File: config.mk
export PLATFORM = sky130hd
export DESIGN_NAME = adder_rr_sched
export DESIGN_NICKNAME = d
export VERILOG_FILES = /design/src/rtl/adder_rr_sched.sv
export SDC_FILE = /design/constraint.sdc
export NUM_CORES = 1
export LEC_CHECK = 0
export ABC_AREA = 1
export CAP_MARGIN = 20
export CORE_MARGIN = 2
export CORE_UTILIZATION = 39
export CTS_BUF_LIST = sky130_fd_sc_hd__clkbuf_4 sky130_fd_sc_hd__clkbuf_8
export CTS_CLUSTER_DIAMETER = 100
export DETAILED_ROUTE_END_ITERATION = 10
export PLACE_DENSITY = 0.81
export SYNTH_ARGS = -nofsm -noshare
export SYNTH_HDL_FRONTEND = slang
export SYNTH_SLANG_ARGS = --single-unit
File: constraint.sdc
create_clock -name clk_i -period 2.7 [get_ports clk_i]
set_input_delay 0.81 -clock clk_i [delete_from_list [all_inputs] [get_ports clk_i]]
set_output_delay 0.81 -clock clk_i [all_outputs]
set_load 0.02 [all_outputs]
File: src/rtl/adder_rr_sched.sv
// Round-robin scheduler time-sharing one registered adder among requesters.
// Define ADDER_RR_SCHED_SAT_EN for saturating results and the rsp_ovf_o port.
module adder_rr_sched #(
    parameter int NUM_REQ = 4,
    parameter int ID_W    = 2,
    parameter int DATA_W  = 8
) (
    input  logic                      clk_i,
    input  logic                      reset_i,
    input  logic [NUM_REQ-1:0]        req_valid_i,
    input  logic [NUM_REQ*DATA_W-1:0] req_a_i,
    input  logic [NUM_REQ*DATA_W-1:0] req_b_i,
    output logic [NUM_REQ-1:0]        req_ready_o,
    output logic [DATA_W-1:0]         add_a_o,
    output logic [DATA_W-1:0]         add_b_o,
    input  logic [DATA_W-1:0]         add_res_i,
    output logic                      rsp_valid_o,
    input  logic                      rsp_ready_i,
    output logic [ID_W-1:0]           rsp_id_o,
    output logic [DATA_W-1:0]         rsp_res_o,
`ifdef ADDER_RR_SCHED_SAT_EN
    output logic                      rsp_ovf_o,
`endif
    output logic                      busy_o
);

    localparam int SW = ID_W + 1;

    typedef enum logic [1:0] {
        S_IDLE,
        S_ISSUE,
        S_WAIT,
        S_RESP
    } state_t;

    state_t            state_q;
    state_t            state_d;
    logic [ID_W-1:0]   ptr_q;
    logic [ID_W-1:0]   id_q;
    logic [ID_W-1:0]   gnt_idx;
    logic [ID_W-1:0]   ptr_nxt;
    logic              gnt_vld;
    logic [SW-1:0]     scan;
    logic [DATA_W-1:0] op_a_q;
    logic [DATA_W-1:0] op_b_q;
    logic [DATA_W-1:0] wait_res;
`ifdef ADDER_RR_SCHED_SAT_EN
    logic              wait_ovf;
`endif

    // First valid requester at or after ptr, wrapping modulo NUM_REQ.
    always_comb begin
        gnt_vld = 1'b0;
        gnt_idx = '0;
        scan    = '0;
        for (int k = 0; k < NUM_REQ; k++) begin
            scan = {1'b0, ptr_q} + SW'(k);
            if (scan >= SW'(NUM_REQ)) begin
                scan = scan - SW'(NUM_REQ);
            end
            if (!gnt_vld && req_valid_i[scan[ID_W-1:0]]) begin
                gnt_vld = 1'b1;
                gnt_idx = scan[ID_W-1:0];
            end
        end
    end

    assign ptr_nxt = (gnt_idx == ID_W'(NUM_REQ - 1)) ? '0
                                                     : gnt_idx + ID_W'(1);

    always_comb begin
        req_ready_o = '0;
        if (state_q == S_IDLE && gnt_vld && !reset_i) begin
            req_ready_o[gnt_idx] = 1'b1;
        end
    end

`ifdef ADDER_RR_SCHED_SAT_EN
    // A wrapped sum is smaller than either operand.
    assign wait_ovf = (add_res_i < op_a_q);
    assign wait_res = wait_ovf ? '1 : add_res_i;
`else
    assign wait_res = add_res_i;
`endif

    always_ff @(posedge clk_i or posedge reset_i) begin
        if (reset_i) begin
            state_q <= S_IDLE;
        end else begin
            state_q <= state_d;
        end
    end

    always_comb begin
        state_d = state_q;
        unique case (state_q)
            S_IDLE:  if (gnt_vld) state_d = S_ISSUE;
            S_ISSUE: state_d = S_WAIT;
            S_WAIT:  state_d = S_RESP;
            S_RESP:  if (rsp_ready_i) state_d = S_IDLE;
        endcase
    end

    always_ff @(posedge clk_i or posedge reset_i) begin
        if (reset_i) begin
            ptr_q       <= '0;
            id_q        <= '0;
            op_a_q      <= '0;
            op_b_q      <= '0;
            rsp_valid_o <= 1'b0;
            rsp_id_o    <= '0;
            rsp_res_o   <= '0;
`ifdef ADDER_RR_SCHED_SAT_EN
            rsp_ovf_o   <= 1'b0;
`endif
        end else begin
            unique case (state_q)
                S_IDLE: begin
                    if (gnt_vld) begin
                        op_a_q <= req_a_i[gnt_idx*DATA_W +: DATA_W];
                        op_b_q <= req_b_i[gnt_idx*DATA_W +: DATA_W];
                        id_q   <= gnt_idx;
                        ptr_q  <= ptr_nxt;
                    end
                end
                S_ISSUE: ;
                S_WAIT: begin
                    rsp_res_o   <= wait_res;
                    rsp_id_o    <= id_q;
                    rsp_valid_o <= 1'b1;
`ifdef ADDER_RR_SCHED_SAT_EN
                    rsp_ovf_o   <= wait_ovf;
`endif
                end
                S_RESP: begin
                    if (rsp_ready_i) begin
                        rsp_valid_o <= 1'b0;
                    end
                end
            endcase
        end
    end

    assign add_a_o = op_a_q;
    assign add_b_o = op_b_q;
    assign busy_o  = (state_q != S_IDLE);

endmodule

==> Flow_metrics.wiki, run 1 <==
{| class="wikitable"
! Metric !! Value
|-
| Non-filler cells in the finished layout || 566
|-
| Flop pwr share || 15.2%
|-
| Fraction of the yosys area taken by sequential cells || 34.0%
|-
| Sw power || 3020 µW
|-
| Setup clock skew after layout || 0.00357 ns
|-
| Latest clock arrival within the worst-skew pair || 0.28 ns
|-
| Outcome || finished, violations left
|-
| Per-cell routed wire length || 13.7 µm
|-
| Synthesized Nets || 446
|-
| Worst setup margin || -0.249 ns
|-
| Final count of pins violating max slew || 0
|-
| Final estimated routing congestion in global placement || 0.826
|-
| Post-layout util || 69.1%
|-
| First drt pass iteration count || 5
|-
| CTS Root Cell || clkbuf_8
|-
| Depth of the most critical reg-to-reg path || 15
|-
| Layout fillers || 492
|-
| Yosys synthesis warning count || 0
|-
| Setup Viol. Count Final || 4
|-
| Synthesized flop and latch total || 33
|-
| Most common cell on crit path || nand2_4
|-
| Violations in the final reports || negative setup slack
|-
| Capturing point of the worst reg2reg path || add_b_o[7]
|-
| Total number of nets in the final design || 574
|-
| Total internal power || 2810 µW
|-
| Hold violation total from the final report || 0
|-
| CP max stage cell || nor2_4
|-
| Y dimension of the die || 83.0 µm
|-
| Clock input transition at the sequential cells of the worst setup and hold paths || 0.07 ns
|-
| Slew margin rel. || 66.0%
|-
| Vias in the first global route || 2,753
|-
| Number of buffers created by CTS || 5
|-
| WS Path Type || input port to output port
|-
| Crit Reg-Reg Startpoint || ptr_q[0]
|-
| H-Tree Depth || 2
|-
| Critical Path Sink Type || output port
|-
| Leakage power figure || 0.00210 µW
|-
| Area post-placement || 3820 µm²
|-
| Worst Hold Launch || add_b_o[2]
|-
| Wire length of the first global-routing pass || 12,500 µm
|-
| Clock tree from TritonCTS || done
|-
| Area of the die || 6880 µm²
|-
| Maximum number of pins on one net before global-route repair || 34
|-
| Maximum frequency from static timing analysis || 339 MHz
|-
| Number of nets still failing antenna checks after routing || 0
|-
| Std cell rows || 28
|-
| RSZ-0062 raised after global routing || true
|-
| IR Drop Worst-Case VDD || 1.19 mV
|-
| Total routing usage reported by global routing || 21.5%
|-
| Worst hold path class || flop to flop
|-
| Placement-stage worst setup slack || -1.17 ns
|-
| Unique cell type count in the Yosys netlist || 26
|-
| Cell depth of the worst hold path || 2
|-
| Antenna violations before repair || 0
|-
| Count of mapped cells out of synthesis || 362
|-
| PwrDens || 1410 nW/µm²
|-
| Count of unresolved DRC violations after routing || 0
|-
| Synthesized area per cell || 6.72 µm²
|-
| Die boundary width || 83.0 µm
|-
| Critical path's largest stage delay || 0.19 ns
|-
| Tmin final || 2.95 ns
|-
| Std-Cell Core Area || 5990 µm²
|-
| Share of layout cells above drive strength 1 || 24.8%
|-
| Final Cell Area || 4140 µm²
|-
| Crit path required time || 1.89 ns
|-
| Vias after detailed routing || 2,723
|-
| TritonCTS sink count || 33
|-
| Half-perimeter wire length of the detailed placement result || 5340 µm
|-
| Antenna diode count || 0
|-
| Violation count after the first detailed-route iteration || 83
|-
| Top-Level Pins || 111
|-
| Critical Path, Cell by Cell || buf_6 > inv_6 > nand2_8 > nand3_4 > nand2_4 > nor2_4 > nand3_2 > nand2_4 > nand2_4 > inv_6 > ha_4 > inv_4 > nor2_4 > buf_6
|-
| Reg2reg setup slack || 0.42 ns
|-
| Post-DR vias/cell || 4.81
|-
| Number of buffers on the longest clock path || 2
|-
| Period Utilization, post-route || 109%
|-
| Clock power frac || 6.3%
|-
| Switching fraction of total power || 51.8%
|-
| Max-cap viol count || 0
|-
| Layout area overhead || 70.2%
|-
| Post-Route WL || 7780 µm
|-
| Worst Max-Slew Pin Slew || 0.509 ns
|-
| Crit path DAT || 2.14 ns
|-
| CP Launch Type || input port
|-
| Dpl cells || 553
|-
| Worst hold endpoint || add_b_o[2]
|-
| Combinational share of power || 78.5%
|-
| Residual overflow from global routing || 0
|-
| Initial cell density of the core || 40.6%
|-
| Number of buffers inserted by port buffering || 110
|-
| Largest driver fanout on the critical path || 4
|-
| Mapped cell area || 2430 µm²
|}
[power groups by stage]
stage               Sequential [µW]  Combinational [µW]  Clock (µW)
CTS                             882                4250         378
finish                          887                4570         369
global placement                876                4010           0
detailed placement              890                4120           0
floorplan                      1110                2680           0
global route                    920                4990         400
[Yosys cell counts]
cell type / count / area share (%)
inv_2: 5 / 0.77
nand2_1: 162 / 25
nand2_2: 6 / 1.5
o21ai_1: 3 / 0.62
nand3_1: 45 / 9.3
buf_4: 3 / 0.93
buf_2: 8 / 1.6
nand2_4: 2 / 0.93
buf_12: 1 / 0.82
nor3_1: 4 / 0.82
inv_1: 45 / 6.9
nand3_2: 9 / 3.7
nor2_2: 2 / 0.51
o21a_1: 1 / 0.31
nand4_1: 1 / 0.26
dfrtp_1: 33 / 34
o22ai_1: 2 / 0.51
mux2_2: 10 / 4.6
ha_1: 5 / 2.6
a21oi_1: 3 / 0.62
nor2_4: 1 / 0.46
buf_6: 4 / 1.9
nand3b_1: 1 / 0.31
buf_1: 1 / 0.15
o21ai_0: 2 / 0.41
nor2_1: 3 / 0.46
[what timing repair did]
action | CTS | global route
pin swaps | 13 | 22
resized for setup | 59 | 38
hold buffers | 0 | 0
gates cloned | 0 | 1
setup buffers | 0 | 6
setup endpoints to repair | 4 | 4
[final cells by class]
type	instances	area, µm²	area share, %
clock inverter	3	17.5	0.423
tap	75	93.8	2.27
inverter	50	234	5.65
sequential	33	827	20.0
multi-input combinational	262	1540	37.2
clock buffer	5	68.8	1.66
timing repair buffer	138	1360	32.8
[stage by stage]
step,TNS [ns],power (µW),hold slack [ns]
global placement,-6.84,4890,0.464
floorplan,-0.169,3780,0.453
global route,-1.22,6310,0.512
detailed placement,-8.06,5010,0.474
finish,-0.867,5830,0.487
CTS,-0.926,5510,0.491
[cell usage in the layout (no fill, tap or decap), drive strengths merged, types with 5 or more instances in the layout]
master,instances
nand3,54
nor2,6
ha,5
clkdlybuf4s50,102
clkbuf,5
mux2,10
inv,49
nand2,170
dfrtp,33
buf,36
o21ai,5
[registers in the layout (all words and copies together), names as in the netlist]
register     flops
add_b_o          8
state_q          2
rsp_res_o        8
add_a_o          8
ptr_q            2
rsp_id_o         2
id_q             2
rsp_valid_o      1
[worst max-delay path: cells and delay by family]
kind                       cells  cell delay, ns
and+or+nand+nor                8            0.77
buffers and inverters          5            0.38
adders and majority gates      1            0.15
[routing by layer]
layer / GRT usage [%] / part of all wire, % / vias to the layer above
met5: 0 / 0 / -
li1: - / - / 1370
met3: 4.87 / 6.0 / 10
met1: 24.7 / 40 / 1233
met4: 5.66 / 1.1 / 0
met2: 40.0 / 53 / 110
[how the worst max path moves through the flow]
stage / cells after the start / from / to
after detailed placement: 15 / req_valid_i[2] / req_ready_o[2]
after CTS: 16 / req_valid_i[2] / req_ready_o[3]
final: 14 / req_valid_i[0] / req_ready_o[3]
after floorplan: 14 / req_valid_i[2] / req_ready_o[3]
after global routing: 14 / ptr_q[0] / req_ready_o[3]
after global placement: 16 / req_valid_i[2] / req_ready_o[3]
[kinds of logic after synthesis]
| group | share of synthesized area [%] |
|---|---|
| and+or+nand+nor | 43.3 |
| buffers and inverters | 13.1 |
| DFF | 34.0 |
| AOI/OAI and AO/OA | 2.47 |
| muxes | 4.63 |
| adders and majority gates | 2.57 |
Note: power is estimated with default switching activity, not from simulation.
==> inputs of run 2 (changes only) <==
--- a/config.mk
+++ b/config.mk
@@ -13,6 +13,7 @@
 export CTS_CLUSTER_DIAMETER = 100
 export DETAILED_ROUTE_END_ITERATION = 10
 export PLACE_DENSITY = 0.81
+export SETUP_SLACK_MARGIN = 0.4
 export SYNTH_ARGS = -nofsm -noshare
 export SYNTH_HDL_FRONTEND = slang
 export SYNTH_SLANG_ARGS = --single-unit
==> run 2 against run 1 <==
Against the previous run:
- the flow still finishes with violations (negative setup slack)
- non-clock buffer count down 4
- worst setup slack worse by 0.013 ns
- critical path depth shrank 1
- die area unchanged
- core utilization fell by 2.4 points
- routed wire length shrank 5.6%
- via count decreased by 2.1%
- critical endpoint unchanged
==> Flow_metrics.wiki, run 2 (same netlist as run 1, synthesis figures left out) <==
{| class="wikitable"
! Metric !! Value
|-
| Worst Max-Slew Pin Slew || 0.512 ns
|-
| Outcome || finished, violations left
|-
| Violation count after the first detailed-route iteration || 61
|-
| Total routing usage reported by global routing || 21.5%
|-
| CTS Root Cell || clkbuf_8
|-
| Max-cap viol count || 0
|-
| Layout area overhead || 64.4%
|-
| Maximum frequency from static timing analysis || 338 MHz
|-
| Violations in the final reports || negative setup slack
|-
| Most common cell after layout, fill and taps aside || nand2_1
|-
| Latest clock arrival within the worst-skew pair || 0.28 ns
|-
| Die boundary width || 83.0 µm
|-
| Per-cell routed wire length || 13.1 µm
|-
| WS Path Type || input port to output port
|-
| Post-Route WL || 7340 µm
|-
| RSZ-0062 raised after global routing || true
|-
| Capturing point of the worst reg2reg path || add_a_o[0]
|-
| Half-perimeter wire length of the detailed placement result || 5340 µm
|-
| Number of buffers on the longest clock path || 2
|-
| Post-DR vias/cell || 4.74
|-
| Slew margin rel. || 65.9%
|-
| Initial cell density of the core || 40.6%
|-
| Residual overflow from global routing || 0
|-
| Crit path DAT || 2.15 ns
|-
| IR Drop Worst-Case VDD || 1.24 mV
|-
| Worst Hold Launch || add_b_o[2]
|-
| Depth of the most critical reg-to-reg path || 16
|-
| Post-layout util || 66.8%
|-
| Std-Cell Core Area || 5990 µm²
|-
| Clock power frac || 6.7%
|-
| First drt pass iteration count || 4
|-
| Total number of nets in the final design || 570
|-
| Cell depth of the worst hold path || 2
|-
| Switching fraction of total power || 51.8%
|-
| Y dimension of the die || 83.0 µm
|-
| Wire length of the first global-routing pass || 12,500 µm
|-
| Setup clock skew after layout || 0.00210 ns
|-
| Quantity of hold-fixing buffers added after cts || 0
|-
| Antenna violations before repair || 0
|-
| Reg2reg setup slack || 0.50 ns
|-
| Top-Level Pins || 111
|-
| Final estimated routing congestion in global placement || 0.826
|-
| Leakage power figure || 0.00205 µW
|-
| Hold violation total from the final report || 0
|-
| Number of nets still failing antenna checks after routing || 0
|-
| CP Launch Type || input port
|-
| Total internal power || 2660 µW
|-
| Share of layout cells above drive strength 1 || 22.2%
|-
| Vias in the first global route || 2,753
|-
| Sw power || 2860 µW
|-
| Antenna diode count || 0
|-
| Combinational share of power || 77.4%
|-
| Tmin final || 2.96 ns
|-
| Count of unresolved DRC violations after routing || 0
|-
| Number of buffers created by CTS || 5
|-
| Number of buffers inserted by port buffering || 110
|-
| Period Utilization, post-route || 110%
|-
| Dpl cells || 553
|-
| Total negative slack || -0.951 ns
|-
| Non-filler cells in the finished layout || 562
|-
| Final count of pins violating max slew || 0
|-
| Worst hold endpoint || add_b_o[2]
|-
| Clock input transition at the sequential cells of the worst setup and hold paths || 0.07 ns
|-
| Largest driver fanout on the critical path || 5
|-
| Worst hold path class || flop to flop
|-
| Total power || 5520 µW
|-
| Area of the die || 6880 µm²
|-
| Vias after detailed routing || 2,666
|-
| Final Cell Area || 4000 µm²
|-
| Critical Path Sink Type || output port
|-
| Commonest cells after routing, fill and taps aside || nand2_1, clkdlybuf4s50_1, nand3_1
|-
| Std cell rows || 28
|-
| PwrDens || 1380 nW/µm²
|-
| Maximum number of pins on one net before global-route repair || 34
|-
| Area post-placement || 3820 µm²
|-
| Worst setup margin || -0.262 ns
|-
| TritonCTS sink count || 33
|-
| Crit Reg-Reg Startpoint || ptr_q[0]
|-
| H-Tree Depth || 2
|-
| Setup Viol. Count Final || 4
|-
| Clock tree from TritonCTS || done
|-
| Crit path required time || 1.89 ns
|-
| Flop pwr share || 16.0%
|}
## run 2: changes by cell type in the layout (fill, tap and decap cells not counted), moves of 2 or more
cell     previous run  this run
nand2_1           139       147
nand2_4            16        11
buf_6              12         8
inv_2               5         7
nand2_2            14        12
## run 2: area by class of cell
class	count	area, µm²
fill	514	1990
multi-input combinational	262	1460
timing repair buffer	134	1310
sequential	33	826
inverter	50	226
tap	75	93.8
clock buffer	5	68.8
clock inverter	3	17.5
## run 2: power by group through the flow
stage,logic [µW],clock network [µW],registers [µW]
finish,4270,369,881
global placement,4010,0,876
global route,4700,400,913
CTS,4240,378,882
floorplan,2680,0,1110
detailed placement,4120,0,890
## run 2: what timing repair did
action                                  4_1_cts  5_1_grt
endpoints found under the setup margin       25       19
buffers inserted                              0        1
pin swaps                                    13        9
gates resized for setup                      60        5
hold endpoints to repair                      0        0
## run 2: worst max path at each step
stage,end,slack (ns),startpoint,cells past startpoint
2_1_floorplan,req_ready_o[3],-0.06,req_valid_i[2],14
3_3_place_gp,req_ready_o[3],-1.09,req_valid_i[2],16
3_5_place_dp,req_ready_o[2],-1.17,req_valid_i[2],15
4_1_cts,req_ready_o[3],-0.25,req_valid_i[2],16
5_1_grt,req_ready_o[3],-0.34,req_valid_i[2],16
6_report,req_ready_o[3],-0.26,req_valid_i[2],13
## run 2: metal layers
layer | part of all wire, % | wire length, µm | vias up | track usage (%)
met4 | 1.2 | 87 | 0 | 5.66
met3 | 6.9 | 503 | 12 | 4.87
met5 | 0 | 0 | - | 0
met2 | 51 | 3760 | 105 | 40.0
li1 | - | - | 1357 | -
met1 | 41 | 2990 | 1192 | 24.7
## run 2: per-stage QoR
step,setup slack [ns],hold WS (ns)
2_1_floorplan,-0.0605,0.453
3_3_place_gp,-1.09,0.464
3_5_place_dp,-1.17,0.474
4_1_cts,-0.253,0.491
5_1_grt,-0.342,0.512
6_report,-0.262,0.487
## run 2: worst max-delay path, stage by stage
cell,delay (ns)
buf_6,0.09
buf_6,0.12
inv_12,0.05
nand2_4,0.05
nand3_4,0.08
nand2_4,0.08
nor2_4,0.16
nand4_1,0.16
nand2_4,0.17
ha_4,0.15
inv_2,0.04
nor2_4,0.07
buf_6,0.11
